<file path="src/rtl/uart_pkg.sv">
// Shared UART definitions: bit timing at 50 MHz / 115200 baud, FSM states, data width.
// Reused by the receiver and the future transmitter.
// Contains constants and types only, no logic.
package uart_pkg;

  localparam int CLKS_PER_BIT = 434;
  localparam int DATA_W       = 8;
  localparam int CNT_W        = 9;
  localparam int IDX_W        = 3;

  typedef enum logic [1:0] {
    IDLE  = 2'd0,
    START = 2'd1,
    DATA  = 2'd2,
    STOP  = 2'd3
  } uart_state_e;

endpackage

</file>
<file path="src/rtl/uart_rx_115k_if.sv">
// Serial line in / received byte out bundle for the UART receiver.
// The receiver takes the slave view; the line driver/consumer takes the master view.
// rx_complete is a strobe that cannot be stalled; consumers must take rx_msg that cycle.
interface uart_rx_115k_if;
  import uart_pkg::*;

  logic              rx;
  logic [DATA_W-1:0] rx_msg;
  logic              rx_complete;

  modport master (output rx, input rx_msg, input rx_complete);
  modport slave  (input rx, output rx_msg, output rx_complete);
endinterface

</file>
<file path="src/rtl/uart_rx_115k.sv">
// 8N1 UART receiver at fixed 434 clocks/bit; first line bit lands in rx_msg MSB.
// Latency: strobe FRAME_CLKS clocks after the start-bit edge (rx is not synchronised).
// Backpressure: none; rx_complete is a one-cycle strobe, rx_msg held until next good frame.
module uart_rx_115k #(
  parameter int CLKS_PER_BIT = uart_pkg::CLKS_PER_BIT,
  parameter int FRAME_CLKS   = 10 * CLKS_PER_BIT
) (
  input  logic          clk_50M,
  input  logic          rst,
  uart_rx_115k_if.slave bus
);
  import uart_pkg::*;

  // The bit-phase counter and the frame length are tied together; reject mismatched overrides.
  if (FRAME_CLKS != 10 * CLKS_PER_BIT) begin : g_bad_frame
    $error("FRAME_CLKS must equal 10 * CLKS_PER_BIT");
  end

  localparam logic [CNT_W-1:0] BIT_LAST = CNT_W'(CLKS_PER_BIT - 1);
  localparam logic [CNT_W-1:0] BIT_MID  = CNT_W'(CLKS_PER_BIT / 2);

  uart_state_e       state_q, state_d;
  logic [CNT_W-1:0]  cnt_q, cnt_d;
  logic [IDX_W-1:0]  idx_q, idx_d;
  logic [DATA_W-1:0] shift_q, shift_d;
  logic              stop_q, stop_d;
  logic [DATA_W-1:0] msg_q, msg_d;
  logic              cmpl_q, cmpl_d;

  logic bit_end;
  logic mid_bit;

  assign bit_end = (cnt_q == BIT_LAST);
  assign mid_bit = (cnt_q == BIT_MID);

  // State and datapath registers with synchronous reset.
  always_ff @(posedge clk_50M) begin
    if (rst) begin
      state_q <= IDLE;
      cnt_q   <= '0;
      idx_q   <= '0;
      shift_q <= '0;
      stop_q  <= 1'b0;
      msg_q   <= '0;
      cmpl_q  <= 1'b0;
    end else begin
      state_q <= state_d;
      cnt_q   <= cnt_d;
      idx_q   <= idx_d;
      shift_q <= shift_d;
      stop_q  <= stop_d;
      msg_q   <= msg_d;
      cmpl_q  <= cmpl_d;
    end
  end

  // Next-state: end of stop bit behaves like IDLE so a low rx there starts the next frame.
  always_comb begin
    state_d = state_q;
    unique case (state_q)
      IDLE:  if (!bus.rx) state_d = START;
      START: begin
        if (mid_bit && bus.rx) state_d = IDLE;
        else if (bit_end)      state_d = DATA;
      end
      DATA:  if (bit_end && (idx_q == IDX_W'(DATA_W - 1))) state_d = STOP;
      STOP:  if (bit_end) state_d = bus.rx ? IDLE : START;
      default: state_d = IDLE;
    endcase
  end

  // Datapath/outputs: bit timing, mid-bit sampling, and the completion strobe.
  always_comb begin
    cnt_d   = cnt_q + CNT_W'(1);
    idx_d   = '0;
    shift_d = shift_q;
    stop_d  = stop_q;
    msg_d   = msg_q;
    cmpl_d  = 1'b0;

    if (state_q == IDLE || state_d == IDLE || bit_end) begin
      cnt_d = '0;
    end

    if (state_q == DATA) begin
      idx_d = bit_end ? idx_q + IDX_W'(1) : idx_q;
      if (mid_bit) begin
        shift_d = {shift_q[DATA_W-2:0], bus.rx};
      end
    end

    if (state_q == STOP) begin
      if (mid_bit) begin
        stop_d = bus.rx;
      end
      // A low stop sample is a framing error: drop the byte silently.
      if (bit_end && stop_q) begin
        msg_d  = shift_q;
        cmpl_d = 1'b1;
      end
    end
  end

  assign bus.rx_msg      = msg_q;
  assign bus.rx_complete = cmpl_q;

endmodule

</file>
<file path="src/flat_wrapper.sv">
// flat-port wrapper written by rule: the top's interface ports become plain ports
module uart_rx_115k_flat import uart_pkg::*;
#(
  parameter int CLKS_PER_BIT = uart_pkg::CLKS_PER_BIT,
  parameter int FRAME_CLKS   = 10 * CLKS_PER_BIT
)
  (clk_50M, rst, bus_rx, bus_rx_msg, bus_rx_complete);
  uart_rx_115k_if bus_i ();
  input  logic clk_50M;
  input  logic rst;
  input wire logic [$bits(bus_i.rx)-1:0] bus_rx;
  output wire logic [$bits(bus_i.rx_msg)-1:0] bus_rx_msg;
  output wire logic [$bits(bus_i.rx_complete)-1:0] bus_rx_complete;
  assign bus_i.rx = bus_rx;
  assign bus_rx_msg = bus_i.rx_msg;
  assign bus_rx_complete = bus_i.rx_complete;
  uart_rx_115k #(.CLKS_PER_BIT(CLKS_PER_BIT), .FRAME_CLKS(FRAME_CLKS)) u_core (.clk_50M(clk_50M), .rst(rst), .bus(bus_i));
endmodule
</file>
<file path="config.mk">
export PLATFORM = sky130hd
export DESIGN_NAME = uart_rx_115k_flat
export DESIGN_NICKNAME = d
export VERILOG_FILES = /design/src/rtl/uart_pkg.sv /design/src/rtl/uart_rx_115k_if.sv /design/src/rtl/uart_rx_115k.sv /design/src/flat_wrapper.sv
export SDC_FILE = /design/constraint.sdc
export NUM_CORES = 1
export LEC_CHECK = 0
export CAP_MARGIN = 10
export CORE_MARGIN = 4
export CORE_UTILIZATION = 52
export DETAILED_ROUTE_END_ITERATION = 8
export GPL_ROUTABILITY_DRIVEN = 0
export GPL_TIMING_DRIVEN = 1
export PLACE_DENSITY_LB_ADDON = 0.15
export SKIP_CTS_REPAIR_TIMING = 1
export SYNTH_ARGS = -nofsm -noshare
export SYNTH_HDL_FRONTEND = slang
export SYNTH_SLANG_ARGS = --single-unit
</file>
<file path="constraint.sdc">
create_clock -name clk_50M -period 2 [get_ports clk_50M]
set_input_delay 0.4 -clock clk_50M [delete_from_list [all_inputs] [get_ports clk_50M]]
set_output_delay 0.4 -clock clk_50M [all_outputs]
set_load 0.005 [all_outputs]
</file>
# == After elaboration in Yosys (flattened, before gate mapping) ==
# Index checks and enable logic that the tools add are counted.
# op_classes
reduce_logical,13
muxes,8
n_addsub,2
n_bitwise,2
eq_ne,6
# ops
cell,count
$mux W2,5
$add A9 B1 Y9 const B,1
$eq A9 B8 Y1 const B,1
$eq A9 B9 Y1 const B,1
$pmux W2 S4,1
$reduce_and A2 Y1,3
$reduce_or A2 Y1,3
$eq A2 B2 Y1 const B,2
$logic_not A2 Y1,2
$add A3 B1 Y3 const B,1
$eq A3 B3 Y1 const B,1
$logic_and A1 B1 Y1,3
$eq A2 B1 Y1 const B,1
$logic_or A1 B1 Y1,2
$mux W1,2
$not A1 Y1,2
# word_totals
output_inout_bits,9
inputBits,3
reg_bits,32
word_cells,38

# == Longest topological paths before layout ==
# Gate-level depths: netlist of the first run.
# depth
depth_word,8
ltp_mapped,7
mapped_depth_nobuf,6

# == Worst setup path before layout of the first run ==
# OpenSTA, ideal clock, no wires.
# synth_path
path_type,register to register
start,reg u_core.cnt_q[1]
end,reg u_core.cnt_q[3]
stages_incl_launch_ff,8
setup_slack_ns,0.346
setup_time_ns,0.062
period_less_slack_ns,1.654
required_ns,1.938
arrival_time_ns,1.592
path_cell_list,dfxtp_1 > inv_1 > ha_1 > and4b_4 > and4b_1 > or4_1 > buf_6 > nor2_4
# synth_via
elab_chain_cells,8
# synth_rtl
item,line_no,source
"start, declared",uart_rx_115k.sv:23,"logic [CNT_W-1:0] cnt_q, cnt_d;"
"start signal, assigned",uart_rx_115k.sv:48,cnt_q <= cnt_d;
$eq A9 B9 Y1 / $eq A9 B8 Y1 (equally long branches),"uart_rx_115k.sv:33, uart_rx_115k.sv:34",
"$mux W2, or another cell as far along",uart_rx_115k.sv:64,else if (bit_end) state_d = DATA;
"$mux W2, on equally long branches","uart_rx_115k.sv:63, uart_rx_115k.sv:66",
$pmux W2 S4,uart_rx_115k.sv:60,unique case (state_q)
$logic_not A2 Y1,uart_rx_115k.sv:81,if (state_q == IDLE || state_d == IDLE || bit_end) begin
$logic_or A1 B1 Y1 (2 in series),uart_rx_115k.sv:81,
$reduce_or A2 Y1 (no source line),n/a,
# Several ways; a longest one is shown, not always the timed one.
# A chain may end at the register's enable or synchronous reset.

# == Final worst setup path of the first run ==
# layout_path
start,reg u_core.cnt_q[1]
end,reg u_core.cnt_q[7]
# Same word-level chain as after synthesis.

==> run metrics, run 1 <==
Clk Latency, worst-skew pair roughly 0.32 ns; H-tree levels 2; Synth Warn # 0; syn avg cell area roughly 11 um^2; Yosys reg bits 32; Die W between 60 and 70 um; share of cells above drive strength 1 0.181; Die H about 60 um; leading area contributor after synthesis dfxtp_1; DR pass1 iterations 4; wire length on met1 1.00 mm; vias in the first global route ~910; buffers from clock root to sink, at most 2; met2 WL post-DR roughly 1.2 mm; clk slew on worst S/H paths 0.09 ns; post-route minimum period roughly 1.8 ns; Post-Syn Nets 137; Total GRT Usage 0.152; status finished clean; Filler cells 220; fin worst setup slack about 0.22 ns; Initial Utilization 0.558; Synth Instances 130; most common cell in the netlist dfxtp_1; io pins 12; RSZ-0062 raised after global routing no; Root Buffer clkbuf_4; CTS tree yes; Vias roughly 980; Area Growth Syn to Fin 16.6%; remaining global-route overflow 0; Post-Place Setup Slack between 0.15 and 0.2 ns; final hold violations 0; crit path cell chain inv_1, ha_1, and4b_4, and4b_1, or4_1, buf_4, nor2_4; antenna violations before repair 0; Wirelength per Cell 13.1 um; critical path launch point type flop; predominant post-synthesis flop cell dfxtp_1; Remaining DRCs 0; critical path's largest stage delay between 0.3 and 0.4 ns; pin count of the biggest net entering global routing 24; Final #Nets 155; TritonCTS Buffers 5; Max Cap Viol 0; Max transition margin 0.701; Worst setup EP type flop; Cell Rows 18; Crit path required time around 2.3 ns; reg-to-reg slack, setup 0.22 ns; Netlist cell types 31; Detailed Route WL 2.35 mm; Post-synth ARST share 0; port bufs 11; Fin Clk Skew between 0.005 and 0.006 ns; mapped cell area roughly 1400 um^2; min-delay worst type flop to flop; Arr. time, crit path between 2 and 2.5 ns; sequential element share of the synthesized area 0.456; post-synth top area share 0.456; die footprint about 3600 um^2; Fmax around 560 MHz; critical path type flop to flop; commonest cells in the synthesized netlist 32 x dfxtp_1, 19 x mux2i_1, 19 x nor2_1, 8 x nand3_1, 8 x nor2_4; Sum Neg Setup Slack 0 ns; Detailed Route Iter0 Violations 36; Cell Pwr Density roughly 700 nW/um^2; Top Layer Used met4; Sink Count 32; first-pass GRT wire length about 4 mm; remaining antenna violation count 0; Vias/cell approximately 5.4; crit path max fanout 9; final setup fails 0; maximum vdd ir drop 0.506 mV; CORE AREA approximately 2500 um^2; slew at the pin with the worst max-slew slack 0.443 ns; leakage approximately 0.00066 uW; critical path's slowest cell or4_1; fin crit share 0.890; Antenna diodes 0; hpwl dp ~1.7 mm; number of enable flip-flop cells after synthesis 0; fin. max-slew vios 0; most area-consuming cells after synthesis dfxtp_1 46%, mux2i_1 14%, nor2_4 6.4%, nor2_1 5.1%, xor2_1 3.7%; Met3 Wirelength 143 um
[logic make-up after synthesis]
kind of cell,share of synthesized area
AND/OR/NAND/NOR,0.277
XOR/XNOR,0.0561
adder cells (fa/ha/maj),0.0356
multiplexers,0.135
flip-flops,0.456
AO/OA/AOI/OAI,0.0187
buffers and inverters,0.0222
[critical path, delay by kind of cell, from the launching register on]
family / cells / cell delay (ns)
simple gates: 4 / 0.89
flops: 1 / 0.35
buf+inv: 2 / 0.29
fa+ha+maj: 1 / 0.20
[metrics by stage]
step / instance area (um^2) / hold slack, ns / cells / total power [uW] / util
6_report: 1640 / 0.481 / 179 / 1150 / 0.650
5_1_grt: 1640 / 0.491 / 179 / 1200 / 0.650
4_1_cts: 1640 / 0.484 / 179 / 1160 / 0.650
3_5_place_dp: 1560 / 0.461 / 171 / 690 / 0.620
3_3_place_gp: 1560 / 0.449 / 171 / 690 / 0.620
2_1_floorplan: 1410 / 0.439 / 130 / 679 / -
[cell usage in the layout (no fill, tap or decap), drive strengths merged, types with 3 or more instances in the layout]
master,netlist,final
dfxtp,32,32
nor2,29,29
mux2i,19,19
clkdlybuf4s50,0,11
nand3,8,8
xor2,6,6
clkbuf,3,6
buf,2,5
ha,4,4
nor3,4,4
and3,3,3
xnor2,3,3
[final timing paths]
check,start,end,cells past startpoint
max,u_core.cnt_q[1],u_core.cnt_q[7],7
min,u_core.cnt_q[0],u_core.cnt_q[0],1
max reg2reg,u_core.cnt_q[1],u_core.cnt_q[7],7
min reg2reg,u_core.cnt_q[0],u_core.cnt_q[0],1
[sequential cells by signal, indices dropped and copies added (netlist names)]
signal                  cells
u_core.shift_q              8
u_core.cnt_q                9
u_core.stop_q               1
u_core.bus.rx_msg           8
u_core.state_q              2
u_core.bus.rx_complete      1
u_core.idx_q                3
[power breakdown]
part	internal, uW	switching [uW]
Sequential	640	3.74
Combinational	13.0	19.2
Clock	262	212
Total	915	235
[area by class of cell]
cell class	count	area, um^2	share of cell area
timing repair buffer	16	148	0.0900
tap	30	37.5	0.0229
inverter	1	3.75	0.00229
sequential	32	641	0.391
clock buffer	6	41.3	0.0252
multi-input combinational	92	734	0.448
clock inverter	2	35.0	0.0214
[per-layer routing]
metal,vias up,GRT usage
li1,489,-
met1,451,0.179
met2,30,0.248
met3,5,0.0583
met4,0,0.0570
met5,-,0
Note: power is estimated with default switching activity, not from simulation.
==> run 2: changes to the inputs <==
--- a/config.mk
+++ b/config.mk
@@ -8,10 +8,12 @@
 export CAP_MARGIN = 10
 export CORE_MARGIN = 4
 export CORE_UTILIZATION = 52
+export CTS_CLUSTER_SIZE = 10
 export DETAILED_ROUTE_END_ITERATION = 8
 export GPL_ROUTABILITY_DRIVEN = 0
 export GPL_TIMING_DRIVEN = 1
 export PLACE_DENSITY_LB_ADDON = 0.15
+export REMOVE_ABC_BUFFERS = 1
 export SKIP_CTS_REPAIR_TIMING = 1
 export SYNTH_ARGS = -nofsm -noshare
 export SYNTH_HDL_FRONTEND = slang
==> run 2 against run 1 <==
Critical path depth stayed put. Combinational power hardly changed. Die area stayed put. Largest cell class unchanged. Highest routed layer unchanged.
==> run metrics, run 2 (same netlist as run 1, synthesis figures left out) <==
Fmax 560 MHz (was 562 MHz); fin util 0.646 (was 0.650); max FFs per register 9 (unchanged); Clk Latency, worst-skew pair 0.33 ns (was 0.32 ns); buffers from clock root to sink, at most 2 (unchanged); Die W 60.0 um (unchanged); met3 Resource Use GR 0.0626 (was 0.0583); remaining antenna violation count 0 (unchanged); Crit path required time 2.28 ns (was 2.27 ns); met2 Use GR 0.244 (was 0.248); Hold Crit Endpoint u_core.cnt_q[0] (unchanged); worst r2r path cells 7 (unchanged); final hold violations 0 (unchanged); Vias/cell 5.42 (was 5.45); io pins 12 (unchanged); critical path type flop to flop (unchanged); Final #Nets 155 (unchanged); die footprint 3600 um^2 (unchanged); clk slew on worst S/H paths 0.09 ns (about the same); Post-Place Setup Slack 0.180 ns (was 0.199 ns); Worst Setup SP u_core.cnt_q[1] (unchanged); port bufs 11 (unchanged); GRT busiest layer met2 (unchanged); Initial Utilization 0.558 (unchanged); Hold Crit Start u_core.cnt_q[0] (unchanged); first-pass GRT wire length 4.24 mm (was 4.00 mm); reg-to-reg slack, setup 0.21 ns (was 0.22 ns); Root Buffer clkbuf_4 (unchanged); slew at the pin with the worst max-slew slack 0.476 ns (was 0.443 ns); Cell Rows 18 (unchanged); TritonCTS Buffers 5 (unchanged); remaining global-route overflow 0 (unchanged); RSZ-0062 raised after global routing no (unchanged); critical path launch point type flop (unchanged); Arr. time, crit path 2.06 ns (was 2.05 ns); hold path cells 1 (unchanged); share of cells above drive strength 1 0.182 (was 0.181); Area Growth Syn to Fin 15.8% (was 16.6%); Fin Clk Skew 0.00625 ns (was 0.00589 ns); commonest non-fill, non-tap cell in the layout dfxtp_1 (unchanged); maximum vdd ir drop 0.587 mV (was 0.506 mV); DR pass1 iterations 4 (unchanged); CORE AREA 2520 um^2 (unchanged); critical path's largest stage delay 0.40 ns (was 0.39 ns); Design Power 1080 uW (was 1150 uW); H-tree levels 2 (unchanged); min-delay worst type flop to flop (unchanged); Max Cap Viol 0 (unchanged); r2r endpoint u_core.cnt_q[3] (was u_core.cnt_q[7]); crit path max fanout 9 (unchanged); Die H 60.0 um (unchanged); Filler cells 209 (was 220); vias in the first global route 976 (was 914); Detailed Route Iter0 Violations 16 (was 36); placed insts 171 (unchanged); commonest cells after routing, fill and taps aside 32 x dfxtp_1, 19 x nor2_1, 19 x mux2i_1, 11 x clkdlybuf4s50_1 (unchanged); hpwl dp 1.71 mm (was 1.70 mm); Final Non-Filler Cells 178 (was 179); status finished clean (unchanged); CTS tree yes (unchanged); Vias 965 (was 975); Total GRT Usage 0.162 (was 0.152); fin crit share 0.893 (was 0.890); Worst setup EP type flop (unchanged); pin count of the biggest net entering global routing 24 (unchanged); worst r2r src u_core.cnt_q[1] (unchanged); met1 Use GR 0.194 (was 0.179); final setup fails 0 (unchanged); Max transition margin 0.678 (was 0.701); Top delay family on crit path simple AND/OR/NAND/NOR gates (unchanged); Wirelength per Cell 13.4 um (was 13.1 um); Cell Pwr Density 666 nW/um^2 (was 701 nW/um^2); Detailed Route WL 2.39 mm (was 2.35 mm); post-route minimum period 1.79 ns (was 1.78 ns); Sum Neg Setup Slack 0 ns (unchanged); fin. max-slew vios 0 (unchanged); Antenna diodes 0 (unchanged); critical path's slowest cell or4_1 (unchanged); Remaining DRCs 0 (unchanged); fin worst setup slack 0.213 ns (was 0.219 ns); Sink Count 32 (unchanged); antenna violations before repair 0 (unchanged); crit path cell chain inv_1, ha_1, and4b_4, and4b_1, or4_1, buf_4, nor2_4 (unchanged); leakage 0.000651 uW (was 0.000656 uW); CP bufs+invs 2 (unchanged); register bank with the most flops u_core.cnt_q (unchanged)
run 2: layer usage:
metal	vias to the layer above	wire length [um]
li1	490	-
met1	453	1120
met2	16	1110
met3	6	100
met4	0	57
met5	-	0
run 2: how the worst max path moves through the flow:
| stage | slack [ns] | depth (start not counted) | end |
|---|---|---|---|
| 6_report | 0.21 | 7 | u_core.cnt_q[3] |
| 5_1_grt | 0.08 | 7 | u_core.cnt_q[3] |
| 4_1_cts | 0.20 | 7 | u_core.cnt_q[3] |
| 3_5_place_dp | 0.18 | 5 | u_core.cnt_q[3] |
| 3_3_place_gp | 0.21 | 5 | u_core.cnt_q[3] |
| 2_1_floorplan | 0.11 | 6 | u_core.cnt_q[2] |
run 2: worst reg2reg max path: stages, from the launching register on:
cell and delay [ns]:
dfxtp_1 0.35, inv_1 0.05, ha_1 0.20, and4b_4 0.23
and4b_1 0.16, or4_1 0.40, buf_4 0.22, nor2_4 0.12
run 2: layout make-up:
type	instances	area (um^2)	area share
repair buffers	16	148	0.0906
inverters	1	3.75	0.00230
multi-input cells	92	734	0.451
well taps	30	37.5	0.0230
flip-flops and latches	32	641	0.393
clock buffers	7	65.1	0.0399
run 2: power breakdown:
part	internal (uW)	total [uW]	switching [uW]
clock network	199	409	210
registers	640	643	3.61
logic	13.0	32.0	19.0
run 2: through the flow:
stage | hold WS (ns) | instance area [um^2]
3_3_place_gp | 0.449 | 1560
4_1_cts | 0.481 | 1630
3_5_place_dp | 0.458 | 1560
5_1_grt | 0.517 | 1630
6_report | 0.476 | 1630
2_1_floorplan | 0.439 | 1380
==> run 3: changes to the inputs <==
--- a/config.mk
+++ b/config.mk
@@ -6,6 +6,7 @@
 export NUM_CORES = 1
 export LEC_CHECK = 0
 export CAP_MARGIN = 10
+export CORE_ASPECT_RATIO = 0.6
 export CORE_MARGIN = 4
 export CORE_UTILIZATION = 52
 export CTS_CLUSTER_SIZE = 10
==> run 3 against run 2 <==
Critical path type unchanged. Count of clock-buffer cells in the layout fell by 1. Largest cell class unchanged. Total power rose by 17%. Global-route usage rose by 0.87 points. Highest routed layer unchanged.
==> run metrics, run 3 (same netlist as run 1, synthesis figures left out) <==
status finished clean (unchanged); Final #Nets 154 (was 155); critical path's largest stage delay 0.39 ns (was 0.40 ns); crit path max fanout 9 (unchanged); Die H 48.3 um (was 60.0 um); Cell Rows 14 (was 18); clk slew on worst S/H paths 0.07 ns (was 0.09 ns); commonest non-fill, non-tap cell in the layout dfxtp_1 (unchanged); commonest cells after routing, fill and taps aside 32 x dfxtp_1, 19 x nor2_1, 19 x mux2i_1, 11 x clkdlybuf4s50_1 (unchanged); fin crit share 0.908 (was 0.893); pin count of the biggest net entering global routing 24 (unchanged); CORE AREA 2540 um^2 (was 2520 um^2); Vias 989 (was 965); H-tree levels 2 (unchanged); antenna violations before repair 0 (unchanged); Total GRT Usage 0.170 (was 0.162); buffers from clock root to sink, at most 2 (unchanged); Arr. time, crit path 2.03 ns (was 2.06 ns); slew at the pin with the worst max-slew slack 0.538 ns (was 0.476 ns); Clk Latency, worst-skew pair 0.28 ns (was 0.33 ns); Wirelength per Cell 14.8 um (was 13.4 um); design area 1670 um^2 (was 1630 um^2); register bank with the most flops u_core.cnt_q (unchanged); maximum vdd ir drop 0.493 mV (was 0.587 mV); TritonCTS Buffers 5 (unchanged); Root Buffer clkbuf_8 (was clkbuf_4); CTS tree yes (unchanged); Fin Clk Skew 0.00884 ns (was 0.00625 ns); Sink Count 32 (unchanged); final hold violations 0 (unchanged); critical path launch point type flop (unchanged); RSZ-0062 raised after global routing no (unchanged); leakage 0.000664 uW (was 0.000651 uW); final setup fails 0 (unchanged); hpwl dp 1.94 mm (was 1.71 mm); Sum Neg Setup Slack 0 ns (unchanged); die footprint 3630 um^2 (was 3600 um^2); Placement Cell Area 1560 um^2 (about the same); critical path type flop to flop (unchanged); first-pass GRT wire length 4.47 mm (was 4.24 mm); Vias/cell 5.49 (was 5.42); min-delay worst type flop to flop (unchanged); Fmax 551 MHz (was 560 MHz); WHS 0.479 ns (was 0.476 ns); Detailed Route Iter0 Violations 45 (was 16); Initial Utilization 0.554 (was 0.558); combinational share of power 0.025 (was 0.030); Remaining DRCs 0 (unchanged); remaining global-route overflow 0 (unchanged); Cell Pwr Density 763 nW/um^2 (was 666 nW/um^2); post-route minimum period 1.82 ns (was 1.79 ns); Max transition margin 0.636 (was 0.678); DR pass1 iterations 4 (unchanged); fin. max-slew vios 0 (unchanged); Antenna diodes 0 (unchanged); io pins 12 (unchanged); vias in the first global route 976 (unchanged); max FFs per register 9 (unchanged); Crit path required time 2.21 ns (was 2.28 ns); sw frac 0.196 (was 0.214); share of cells above drive strength 1 0.176 (was 0.182); Reg power frac 0.507 (was 0.593); Area Growth Syn to Fin 18.5% (was 15.8%); Max Cap Viol 0 (unchanged); Detailed Route WL 2.66 mm (was 2.39 mm); port bufs 11 (unchanged); critical path's slowest cell or4_1 (unchanged); Die W 75.1 um (was 60.0 um); crit path cell chain inv_1, ha_1, and4b_4, and4b_1, or4_1, buf_4, nor2_4 (unchanged); sw power 250 uW (was 233 uW); Worst setup EP type flop (unchanged); remaining antenna violation count 0 (unchanged); clock power share 0.468 (was 0.377); Int Pwr 1020 uW (was 852 uW)
run 3: changes by cell type in the layout (fill, tap and decap cells not counted):
| cell | change |
|---|---|
| clkbuf_8 | +3 |
| clkbuf_4 | -5 |
| clkbuf_1 | +1 |
| buf_4 | -1 |
| bufinv_16 | +1 |
| clkinv_2 | +1 |
run 3: critical path, delay by kind of cell, from the launching register on:
kind	cells	cell delay, ns
buffers and inverters	2	0.28
DFF	1	0.37
adders and majority gates	1	0.21
and+or+nand+nor	4	0.89
run 3: cell type report:
cell class                 count  area, um^2
sequential                    32         641
timing repair buffer          15         140
clock inverter                 2        35.0
clock buffer                   6        72.6
fill                         192         873
tap                           32        40.0
inverter                       1        3.75
multi-input combinational     92         734
run 3: power by group through the flow:
stage	registers (uW)	logic [uW]	clock network [uW]
final	645	31.6	595
after global routing	645	34.3	634
after CTS	644	32.1	605
after detailed placement	659	31.9	0
after global placement	658	30.8	0
after floorplan	657	14.4	0
run 3: path summary, 6_finish.rpt:
path | start | slack, ns | depth (start not counted) | to
max | u_core.cnt_q[1] | 0.18 | 7 | u_core.cnt_q[2]
min | u_core.cnt_q[0] | 0.48 | 1 | u_core.cnt_q[0]
max reg2reg | u_core.cnt_q[1] | 0.18 | 7 | u_core.cnt_q[2]
min reg2reg | u_core.cnt_q[0] | 0.48 | 1 | u_core.cnt_q[0]
run 3: routing by layer:
layer	GRT usage	vias up	wire, um
met5	0	-	0
met4	0.0732	0	51
met3	0.0638	9	136
met2	0.268	21	1190
met1	0.215	468	1280
li1	-	491	-
run 3: stage by stage:
step           setup WS, ns  instances  total power, uW  utilization
2_1_floorplan         0.113        125              672            -
6_report              0.184        180             1270        0.656
3_5_place_dp         0.0960        172              691        0.614
5_1_grt              0.0650        180             1310        0.656
4_1_cts               0.174        180             1280        0.656
3_3_place_gp          0.112        172              689        0.614
